<file path="src/rtl/counter_pkg.sv">
// Shared constants for the configurable counter: mode and direction encodings.
package counter_pkg;

  localparam logic [1:0] MODE_WRAP    = 2'b00;
  localparam logic [1:0] MODE_SAT     = 2'b01;
  localparam logic [1:0] MODE_ONESHOT = 2'b10;
  localparam logic [1:0] MODE_RSVD    = 2'b11;

  localparam logic DIR_UP   = 1'b1;
  localparam logic DIR_DOWN = 1'b0;

endpackage

</file>
<file path="src/rtl/tick_prescaler.sv">
// Step divider: issues a tick once every prescale+1 enabled cycles.
module tick_prescaler #(
  parameter int PRESCALE_W = 4
) (
  input  logic                  clk,
  input  logic                  rst_n,
  input  logic                  ena,
  input  logic                  restart,
  input  logic [PRESCALE_W-1:0] prescale,
  output logic                  tick
);

  logic [PRESCALE_W-1:0] pre_cnt;

  assign tick = ena & (pre_cnt == prescale);

  // A prescale lowered below pre_cnt falls into the >= branch: wrap without a tick.
  always_ff @(posedge clk or negedge rst_n) begin
    if (!rst_n) begin
      pre_cnt <= '0;
    end else if (ena) begin
      if (restart || (pre_cnt >= prescale)) begin
        pre_cnt <= '0;
      end else begin
        pre_cnt <= pre_cnt + 1'b1;
      end
    end
  end

endmodule

</file>
<file path="src/rtl/mod_counter_nb.sv">
// Configurable N-bit counter: up/down, load, clear, modulus, prescaler and
// wrap/saturate/one-shot terminal behaviour; tc is a one-cycle registered tick.
module mod_counter_nb
  import counter_pkg::*;
#(
  parameter int WIDTH      = 8,
  parameter int PRESCALE_W = 4,
  parameter int RESET_VAL  = 0
) (
  input  logic                  clk,
  input  logic                  rst_n,
  input  logic                  ena,
  input  logic                  clr,
  input  logic                  load,
  input  logic [WIDTH-1:0]      load_val,
  input  logic                  dir,
  input  logic [1:0]            mode,
  input  logic [WIDTH-1:0]      modulus,
  input  logic [PRESCALE_W-1:0] prescale,
  output logic [WIDTH-1:0]      count,
  output logic                  tc,
  output logic                  done
);

  localparam logic [WIDTH-1:0] RST_COUNT = WIDTH'(RESET_VAL);

  logic             tick;
  logic             terminal;
  logic             step;
  logic [WIDTH-1:0] count_nxt;
  logic             tc_nxt;
  logic             done_nxt;

  tick_prescaler #(
    .PRESCALE_W (PRESCALE_W)
  ) u_prescaler (
    .clk      (clk),
    .rst_n    (rst_n),
    .ena      (ena),
    .restart  (clr | load),
    .prescale (prescale),
    .tick     (tick)
  );

  // Up-count uses >= so a count loaded above modulus still terminates and wraps.
  always_comb begin
    terminal  = (dir == DIR_UP) ? (count >= modulus) : (count == '0);
    step      = tick & ~clr & ~load & ~((mode == MODE_ONESHOT) & done);
    count_nxt = count;
    done_nxt  = done;
    tc_nxt    = 1'b0;

    if (ena && clr) begin
      count_nxt = '0;
      done_nxt  = 1'b0;
    end else if (ena && load) begin
      count_nxt = load_val;
      done_nxt  = 1'b0;
    end else if (step) begin
      if (terminal) begin
        tc_nxt = 1'b1;
        case (mode)
          MODE_SAT:     count_nxt = count;
          MODE_ONESHOT: done_nxt  = 1'b1;
          default:      count_nxt = (dir == DIR_UP) ? '0 : modulus;
        endcase
      end else begin
        count_nxt = (dir == DIR_UP) ? count + 1'b1 : count - 1'b1;
      end
    end
  end

  always_ff @(posedge clk or negedge rst_n) begin
    if (!rst_n) begin
      count <= RST_COUNT;
      tc    <= 1'b0;
      done  <= 1'b0;
    end else begin
      count <= count_nxt;
      tc    <= tc_nxt;
      done  <= done_nxt;
    end
  end

endmodule
</file>
<file path="config.mk">
export PLATFORM = sky130hd
export DESIGN_NAME = mod_counter_nb
export DESIGN_NICKNAME = d
export VERILOG_FILES = /design/src/rtl/counter_pkg.sv /design/src/rtl/tick_prescaler.sv /design/src/rtl/mod_counter_nb.sv
export SDC_FILE = /design/constraint.sdc
export NUM_CORES = 1
export LEC_CHECK = 0
export CORE_MARGIN = 5
export CORE_UTILIZATION = 48
export DETAILED_ROUTE_END_ITERATION = 8
export PLACE_DENSITY = 0.86
export SETUP_SLACK_MARGIN = 0.15
export SLEW_MARGIN = 20
export SYNTH_ARGS = -nofsm -noshare
export SYNTH_HDL_FRONTEND = slang
export SYNTH_SLANG_ARGS = --single-unit
</file>
<file path="constraint.sdc">
create_clock -name clk -period 2.4 [get_ports clk]
set_clock_uncertainty 0.2 [all_clocks]
set_input_delay 0.48 -clock clk [delete_from_list [all_inputs] [get_ports clk]]
set_output_delay 0.48 -clock clk [all_outputs]
set_load 0.1 [all_outputs]
</file>
After elaboration in Yosys (flattened, before gate mapping). Index checks and enable logic that the tools add are counted.

Flip-flop bits (word level): 14. Bits in latches: 0. Bits in writable memories: 0. Memory bits (read-only): 0. Bits of input ports: 28. Output and inout bits: 10. Word-level logic and storage cells: 50. Memories: 0.

Add/subtract/negate cells: 3. Multipliers: 0. Div/mod/pow operators: 0. Order comparisons: 2. Eq/ne operators: 4. Shifts and indexed selects: 0. Muxes and demuxes: 18. Bitwise logic cells: 9. Reduce and logical (&&, ||, !) cells: 10.

Operators with widths (number): 2-to-1 mux 8 bit (7); 2-to-1 mux 1 bit (10); nonzero test 3 bit (3); adder 8 x 1 -> 8 bit, second input constant (1); greater-or-equal comparator 8 bit (1); zero test 8 bit (1); subtractor 8 x 1 -> 8 bit, second input constant (1); bitwise AND 1 bit (5); adder 4 x 1 -> 4 bit, second input constant (1); == test 4 bit (1); greater-or-equal comparator 4 bit (1); 2-to-1 mux 4 bit (1); != test 4 x 2 -> 1 bit, second input constant (1); NOT 1 bit (3); AND reduction 3 bit (1); == test 2 x 1 -> 1 bit, second input constant (1); == test 2 bit, second input constant (1); logical AND 1 bit (2); AND reduction 2 bit (1); OR reduction 2 bit (1); logical OR 1 bit (1); OR 1 bit (1).

Depth between registers and ports, before layout. Gate-level depths: netlist of run 1.

Depth after elaboration: 8. Gate-level depth with buffers: 9. Gate-level depth less buffers: 8.

Hierarchy. From an unflattened synthesis of run 1, not the netlist that was laid out.

Cell total of the unflattened synthesis: 170. Area total of the unflattened synthesis: 1446.4 µm².

Modules (own cells, without submodules): mod_counter_nb (instances 1, cells an instance 134, area an instance 1124.8 µm², sequential area each 250.2 µm²); tick_prescaler (instances 1, cells an instance 36, area an instance 321.6 µm², sequential area each 100.1 µm²).

Worst setup path before layout of run 1. No wires, ideal clock.

Kind: reg-to-reg. From: register count[0]. To: register count[0]. Library setup time: 0.123 ns. Data arrival time: 2.600 ns. Data required time: 2.077 ns. Path slack: -0.523 ns. Stages on the path, launching flop included: 10. Path buffers: 1. Clock period less this slack: 2.923 ns. Path through: dfrtp_1 > inv_1 > ha_1 > nand2b_1 > nand3_1 > a211o_1 > a22oi_2 > buf_6 > o21ai_0 > a32o_1.

Word-level cells in the longest chain between the ends: 6. Elaborated cells between the ends (all ways): 12. Classes of those cells: 2 x add/sub; 1 x order compare; 1 x eq/ne; 6 x mux; 2 x reduce/logical.

Ends and longest elaborated chain: start: declaration (line mod_counter_nb.sv:20) `output logic [WIDTH-1:0] count,`; start signal: assignment (line mod_counter_nb.sv:79) `count <= count_nxt;`; subtractor 8 x 1 -> 8 bit (tied with other cells) (line mod_counter_nb.sv:68) `count_nxt = (dir == DIR_UP) ? count + 1'b1 : count - 1'b1;`; 2-to-1 mux 8 bit / 2-to-1 mux 1 bit (equally long branches) (line mod_counter_nb.sv:68, mod_counter_nb.sv:47); 2-to-1 mux 8 bit (line mod_counter_nb.sv:60) `if (terminal) begin`; 2-to-1 mux 8 bit (line mod_counter_nb.sv:59) `end else if (step) begin`; 2-to-1 mux 8 bit (line mod_counter_nb.sv:56) `end else if (ena && load) begin`; 2-to-1 mux 8 bit (line mod_counter_nb.sv:53) `if (ena && clr) begin`.

Parallel ways exist; a longest one is shown, timed or not. The select of a mux whose other input is x is not followed. A chain may end at the register's enable or synchronous reset.

Worst setup path in the final report of run 1.
From: input prescale[3]. To: register count[2].

Word-level cells in the longest chain between the ends: 7.

Ends and longest elaborated chain: start: declaration (line mod_counter_nb.sv:19) `input logic [PRESCALE_W-1:0] prescale,`; == test 4 bit (line tick_prescaler.sv:15) `assign tick = ena & (pre_cnt == prescale);`; bitwise AND 1 bit (line tick_prescaler.sv:15); bitwise AND 1 bit (3 in series) (line mod_counter_nb.sv:48) `step = tick & ~clr & ~load & ~((mode == MODE_ONESHOT) & done);`; nonzero test 3 bit (no line); AND reduction 2 bit (no line).

No other way between the ends.

==> results of run 1 <==
[path summary, 6_finish.rpt]
kind / from / end / slack (ns)
min reg2reg: u_prescaler.pre_cnt[3] / u_prescaler.pre_cnt[3] / 0.37
max: prescale[3] / count[2] / 0.04
min in group clk: u_prescaler.pre_cnt[3] / u_prescaler.pre_cnt[3] / 0.37
max in group asynchronous: rst_n / count[3] / 1.16
min: rst_n / done / 0.35
max reg2reg: count[4] / count[2] / 0.06
[synthesized netlist by cell type]
master     number
dfrtp_1        14
a32o_1          8
o21a_1          2
a22o_1          2
a22oi_2         1
nor4_1          2
xnor2_1         3
nor2b_1         1
a32oi_1         1
a21oi_1        12
o31ai_1         1
and2_1          1
a41oi_1         1
o21ai_0        16
buf_6           1
xor2_1          3
nand2_1         3
nand3_1         7
o31a_1          1
nor3_1          1
a21o_1          4
clkbuf_1        2
fa_1            1
a2111oi_4       2
a21oi_2         1
ha_1           20
a211o_1         1
nor4b_1         1
nor2_1          7
and2_0          1
inv_1          20
nand2b_1       10
o22ai_1         1
and3_1          2
o211a_1         1
a21boi_0        1
or2_2           1
[repair_timing]
item,in CTS,in global routing
cloned,1,0
setup endpoints to repair,14,14
resized for setup,38,14
setup buffers,7,2
pin swaps,26,17
[metrics by stage]
stage                     utilization  instance area, µm²  setup TNS [ns]  hold slack, ns
after floorplan                     -                1450               0         -0.0156
after global placement          0.745                2050           -5.32           0.307
after detailed placement        0.745                2050           -6.49           0.365
after CTS                       0.819                2260               0           0.380
after global routing            0.845                2330          -0.477           0.402
final                           0.845                2330               0           0.353
[routing by layer]
layer,up-vias,track usage,share of wire
met1,769,0.288,0.38
met4,0,0.0883,0.042
li1,739,-,-
met3,26,0.0403,0.078
met5,-,0,0
met2,101,0.436,0.50
[worst max-delay path, stage by stage]
cell and delay, ns:
clkdlybuf4s50_1 0.49, inv_1 0.06, ha_1 0.33, and2_1 0.20, nand3_1 0.15, a22o_1 0.24, a21oi_4 0.23, a32o_1 0.21
[report_power, final]
group          internal (µW)  total, µW  switching [µW]
Sequential               330        422            92.2
Combinational            761       1850            1090
Clock                   65.0        152            86.7
[registers in the layout, summed over array words and instances, names as in the netlist]
name and count:
u_prescaler.pre_cnt 4, done 1, tc 1, count 8
[cells by family (layout without fill, tap and decap cells)]
| logic type | Yosys count | count (layout) | synth area share |
|---|---|---|---|
| buffers and inverters | 23 | 100 | 0.0674 |
| AOI/OAI and AO/OA | 56 | 57 | 0.306 |
| adders and majority gates | 21 | 21 | 0.194 |
| and+or+nand+nor | 37 | 37 | 0.143 |
| DFF | 14 | 14 | 0.252 |
| xor gates and xnor gates | 6 | 6 | 0.0378 |
[final cells by class]
| type | count | share of cell area |
|---|---|---|
| Clock buffer | 4 | 0.0113 |
| Inverter | 20 | 0.0333 |
| Multi-Input combinational cell | 121 | 0.506 |
| Sequential cell | 14 | 0.160 |
| Timing Repair Buffer | 76 | 0.273 |
| Tap cell | 31 | 0.0166 |
==> impl_metrics.json, run 1 <==
{
  "status": "finished clean",
  "drive_gt1_frac": 0.430,
  "final_net_count": 285,
  "first_global_vias": 1697,
  "worst_pin_slew_ns": 0.646,
  "numPlacedInstances": 252,
  "cts_made_buffers": 3,
  "regArea_um2": 373,
  "grt_use_total": 0.243,
  "synth.avg_cell_area_um2": 8.86,
  "detail_route.wirelength_um": 5140,
  "rsz0062_at_grt": "true",
  "coreArea_um2": 2760,
  "io_buffers": 37,
  "antennaDiodeCount": 0,
  "grt_antenna_before_repair": 0,
  "design.portCount": 38,
  "setup_viol": 0,
  "cts-hold-fix-buffers": 0,
  "place_worst_setup_slack_ns": -0.565,
  "synth_fp_nets": 206,
  "grt_pass1_wl_um": 7970,
  "timing.final.crit_share": 0.985,
  "max_cap_viol_count": 0,
  "cts-root-to-sink-buffers": 2,
  "ctsHtreeMaxLevel": 1,
  "first_pass_iters": 4,
  "gpl.final_weighted_congestion": 0.824,
  "ys_top_cells_by_area": "dfrtp_1 (25%), ha_1 (18%), a32o_1 (5.8%)",
  "layout.filler_cells": 135,
  "total_leakage_power_uw": 0.00106,
  "synthesis.yosys.warnings": 0,
  "floorplan.die_area_um2": 4080,
  "cp-end-kind": "flip-flop",
  "ir_worst_vdd_uv": 1320,
  "yosys_register_bits": 14,
  "timing.critical_path.from_type": "input port",
  "worstSkewPairLatency_ns": 0.31,
  "area_share_of_the_largest_cell_type_after_synthesis": 0.252,
  "post_drt_via_cell_ratio": 6.15,
  "clkSinkCount": 14,
  "timing.max_slew.rel_slack": 0.568,
  "powerDensity_nw_per_um2": 1040,
  "dr_total_vias": 1635,
  "largest_net_degree_at_the_start_of_global_routing": 17,
  "remaining_antenna_violation_count": 0,
  "tritoncts": "built",
  "max_freq_mhz": 423,
  "layout.cells.most_common": "buf_4",
  "synth_seq_area_share": 0.252,
  "final_max_slew_viol_count": 0,
  "period_minus_slack_ns": 2.36,
  "finalHoldViolCount": 0,
  "criticalPathCategory": "input port to flip-flop",
  "layout.cells.most_common_list": "buf_4 (48), clkdlybuf4s50_1 (16), inv_1 (13)",
  "syn2layout_area_growth_pct": 67.5,
  "postLayoutSetupSlackWorst_ns": 0.0361,
  "post_synth_instance_area_um2": 1390,
  "post-synth-top-area-cell": "dfrtp_1",
  "chipWidth_um": 63.8,
  "hpwl_um": 3460,
  "initial_utilization": 0.505,
  "wire_length_per_cell_um": 19.3,
  "synth_unique_cells": 37,
  "cts_root_buf": "clkbuf_4",
  "drc": 0,
  "critPathRequiredTime_ns": 2.42,
  "gr-total-overflow": 0,
  "netlist_instances": 157,
  "std_cell_rows": 19,
  "dr.first_iter.drc_count": 77,
  "clkTransAtPathRegs_ns": 0.10,
  "crit_arrival_ns": 2.39,
  "timing.reg2reg.worst_path_depth": 8,
  "finish.cell_count_without_fillers": 266,
  "multiInputGateArea_um2": 1180,
  "hold_class": "input port to asynchronous set/reset pin",
  "post-layout-total-power_uw": 2430,
  "die_y_um": 63.8,
  "worst-path-max-fanout": 8
}
Power figures use the tool's default switching activity.
==> inputs of run 2 (changes only) <==
CORE_MARGIN = 2   (was 5)
==> run 2 against run 1 <==
  * The run now ends with negative setup slack left
  * Sequential cell count did not move
  * Power fell by 1.9%
  * Core utilization down 2.8 points
  * Sequential power increased by 3%
  * First-iteration DRC count increased by 16%
  * Critical path type is now flip-flop to flip-flop
  * Largest cell class unchanged
==> impl_metrics.json, run 2 (synthesized netlist as in run 1, its figures left out) <==
{
  "design.portCount": 38,
  "final_max_slew_viol_count": 0,
  "timing.final.crit_share": 1.02,
  "rsz0062_at_grt": "true",
  "clkTransAtPathRegs_ns": 0.12,
  "post_layout_utilization_of_the_core": 0.817,
  "post_drt_via_cell_ratio": 6.17,
  "first_pass_iters": 4,
  "worst_r2r_startpoint": "count[0]",
  "first_global_vias": 1577,
  "total_leakage_power_uw": 0.00103,
  "crit_family": "compound AO/OA/AOI/OAI gates",
  "grt_use_total": 0.276,
  "r2r_end": "count[4]",
  "worst_pin_slew_ns": 0.673,
  "detail_route.wirelength_um": 5160,
  "chipWidth_um": 57.8,
  "std_cell_rows": 19,
  "finalHoldViolCount": 0,
  "cts_root_buf": "clkbuf_4",
  "status": "complete, but fails checks",
  "drive_gt1_frac": 0.393,
  "syn2layout_area_growth_pct": 62.0,
  "antennaDiodeCount": 0,
  "hpwl_um": 3280,
  "grt_pass1_wl_um": 7040,
  "ctsHtreeMaxLevel": 1,
  "remaining_antenna_violation_count": 0,
  "crit_slowest_cell": "dfrtp_4",
  "layout.cells.most_common_list": "buf_4 (41), clkdlybuf4s50_1 (16), inv_1 (13), ha_1 (13)",
  "layout_top_registers": "count: 8 flops, u_prescaler.pre_cnt: 4 flops",
  "initial_utilization": 0.505,
  "io_buffers": 37,
  "worst-path-max-fanout": 5,
  "cts_made_buffers": 3,
  "period_minus_slack_ns": 2.44,
  "timing.reg2reg.worst_path_depth": 9,
  "die_y_um": 57.8,
  "cts-root-to-sink-buffers": 2,
  "layout.cells.most_common": "buf_4",
  "critical-path-max-stage-delay_ns": 0.46,
  "worstSkewPairLatency_ns": 0.33,
  "cp-end-kind": "flip-flop",
  "final_net_count": 279,
  "ir_worst_vdd_uv": 1180,
  "wire_length_per_cell_um": 19.9,
  "clkSinkCount": 14,
  "critical_path.n_buffers_inverters": 2,
  "powerDensity_nw_per_um2": 1060,
  "violations": "negative setup slack",
  "max_freq_mhz": 410,
  "postLayoutSetupSlackWorst_ns": -0.0363,
  "place_worst_setup_slack_ns": -0.588,
  "max_flop_register": "count",
  "layout.filler_cells": 166,
  "criticalPathCategory": "flip-flop to flip-flop",
  "cts-hold-fix-buffers": 0,
  "gr-total-overflow": 0,
  "floorplan.die_area_um2": 3350,
  "crit_chain": "inv_4 -> ha_4 -> nand2b_4 -> nand3_2 -> a211o_1 -> buf_6 -> a22oi_2 -> o31ai_1 -> a32o_1",
  "coreArea_um2": 2760,
  "critPathRequiredTime_ns": 2.39,
  "crit_arrival_ns": 2.42,
  "timing.critical_path.from_type": "flip-flop",
  "drc": 0,
  "dr.first_iter.drc_count": 89,
  "largest_register_ffs": 8,
  "grt_antenna_before_repair": 0,
  "tritoncts": "built",
  "max_cap_viol_count": 0,
  "timing.max_slew.rel_slack": 0.550,
  "hold_class": "input port to asynchronous set/reset pin",
  "ff2ff_setup_slack_ns": -0.04,
  "gpl.final_weighted_congestion": 0.895,
  "setup_viol": 4,
  "dr_total_vias": 1604,
  "largest_net_degree_at_the_start_of_global_routing": 17
}
-- run 2: changes by cell type in the layout (fill, tap and decap cells not counted), moves of 2 or more --
cell and change:
o21ai_0 -8, o21ai_1 +8, buf_4 -7, buf_6 +2, ha_1 +2, ha_4 -2
nor2_1 +2, nor2_2 -2
-- run 2: cell type report --
| class | instances | area [µm²] | share of cell area |
|---|---|---|---|
| Multi-Input combinational cell | 121 | 1150 | 0.510 |
| Timing Repair Buffer | 70 | 588 | 0.261 |
| Sequential cell | 14 | 373 | 0.165 |
| Inverter | 20 | 77.6 | 0.0344 |
| Tap cell | 31 | 38.8 | 0.0172 |
| Clock buffer | 4 | 26.3 | 0.0117 |
-- run 2: power breakdown --
group	internal, µW	switching (µW)
sequential	329	106
combinational	718	1060
clock	65.2	99.4
total	1110	1270
-- run 2: worst max-delay path by stage --
stage,cells after the start,from,to
6_report,9,count[0],count[4]
5_1_grt,10,count[0],done
4_1_cts,8,count[0],count[5]
3_5_place_dp,9,modulus[5],count[5]
3_3_place_gp,8,modulus[6],count[3]
2_1_floorplan,9,count[0],count[2]
-- run 2: worst register-to-register path, delay by kind of cell, from the launching register on --
kind	cells	cell delay (ns)
simple gates	2	0.17
compound gates	4	1.05
flops	1	0.46
fa+ha+maj	1	0.25
buf+inv	2	0.18
-- run 2: layer usage --
layer	track usage	up-vias	share of wire	routed length [µm]
li1	-	728	-	-
met1	0.331	765	0.38	1970
met2	0.502	91	0.52	2660
met3	0.0335	20	0.070	363
met4	0.106	0	0.032	167
met5	0	-	0	0
-- run 2: per-stage QoR --
| step | hold WS [ns] | total power, µW | instance area [µm²] | instances | setup TNS [ns] |
|---|---|---|---|---|---|
| 2_1_floorplan | -0.0156 | 1470 | 1450 | 157 | 0 |
| 3_3_place_gp | 0.308 | 1900 | 2010 | 248 | -5.30 |
| 3_5_place_dp | 0.330 | 1970 | 2010 | 248 | -6.76 |
| 4_1_cts | 0.356 | 2250 | 2160 | 258 | 0 |
| 5_1_grt | 0.397 | 2480 | 2250 | 260 | -0.385 |
| 6_report | 0.345 | 2380 | 2250 | 260 | -0.101 |
-- run 2: what timing repair did --
| item | in CTS | in global routing |
|---|---|---|
| setup buffers | 5 | 2 |
| setup endpoints to repair | 14 | 14 |
| cloned | 1 | 0 |
| resized for setup | 37 | 21 |
| pin swaps | 20 | 20 |
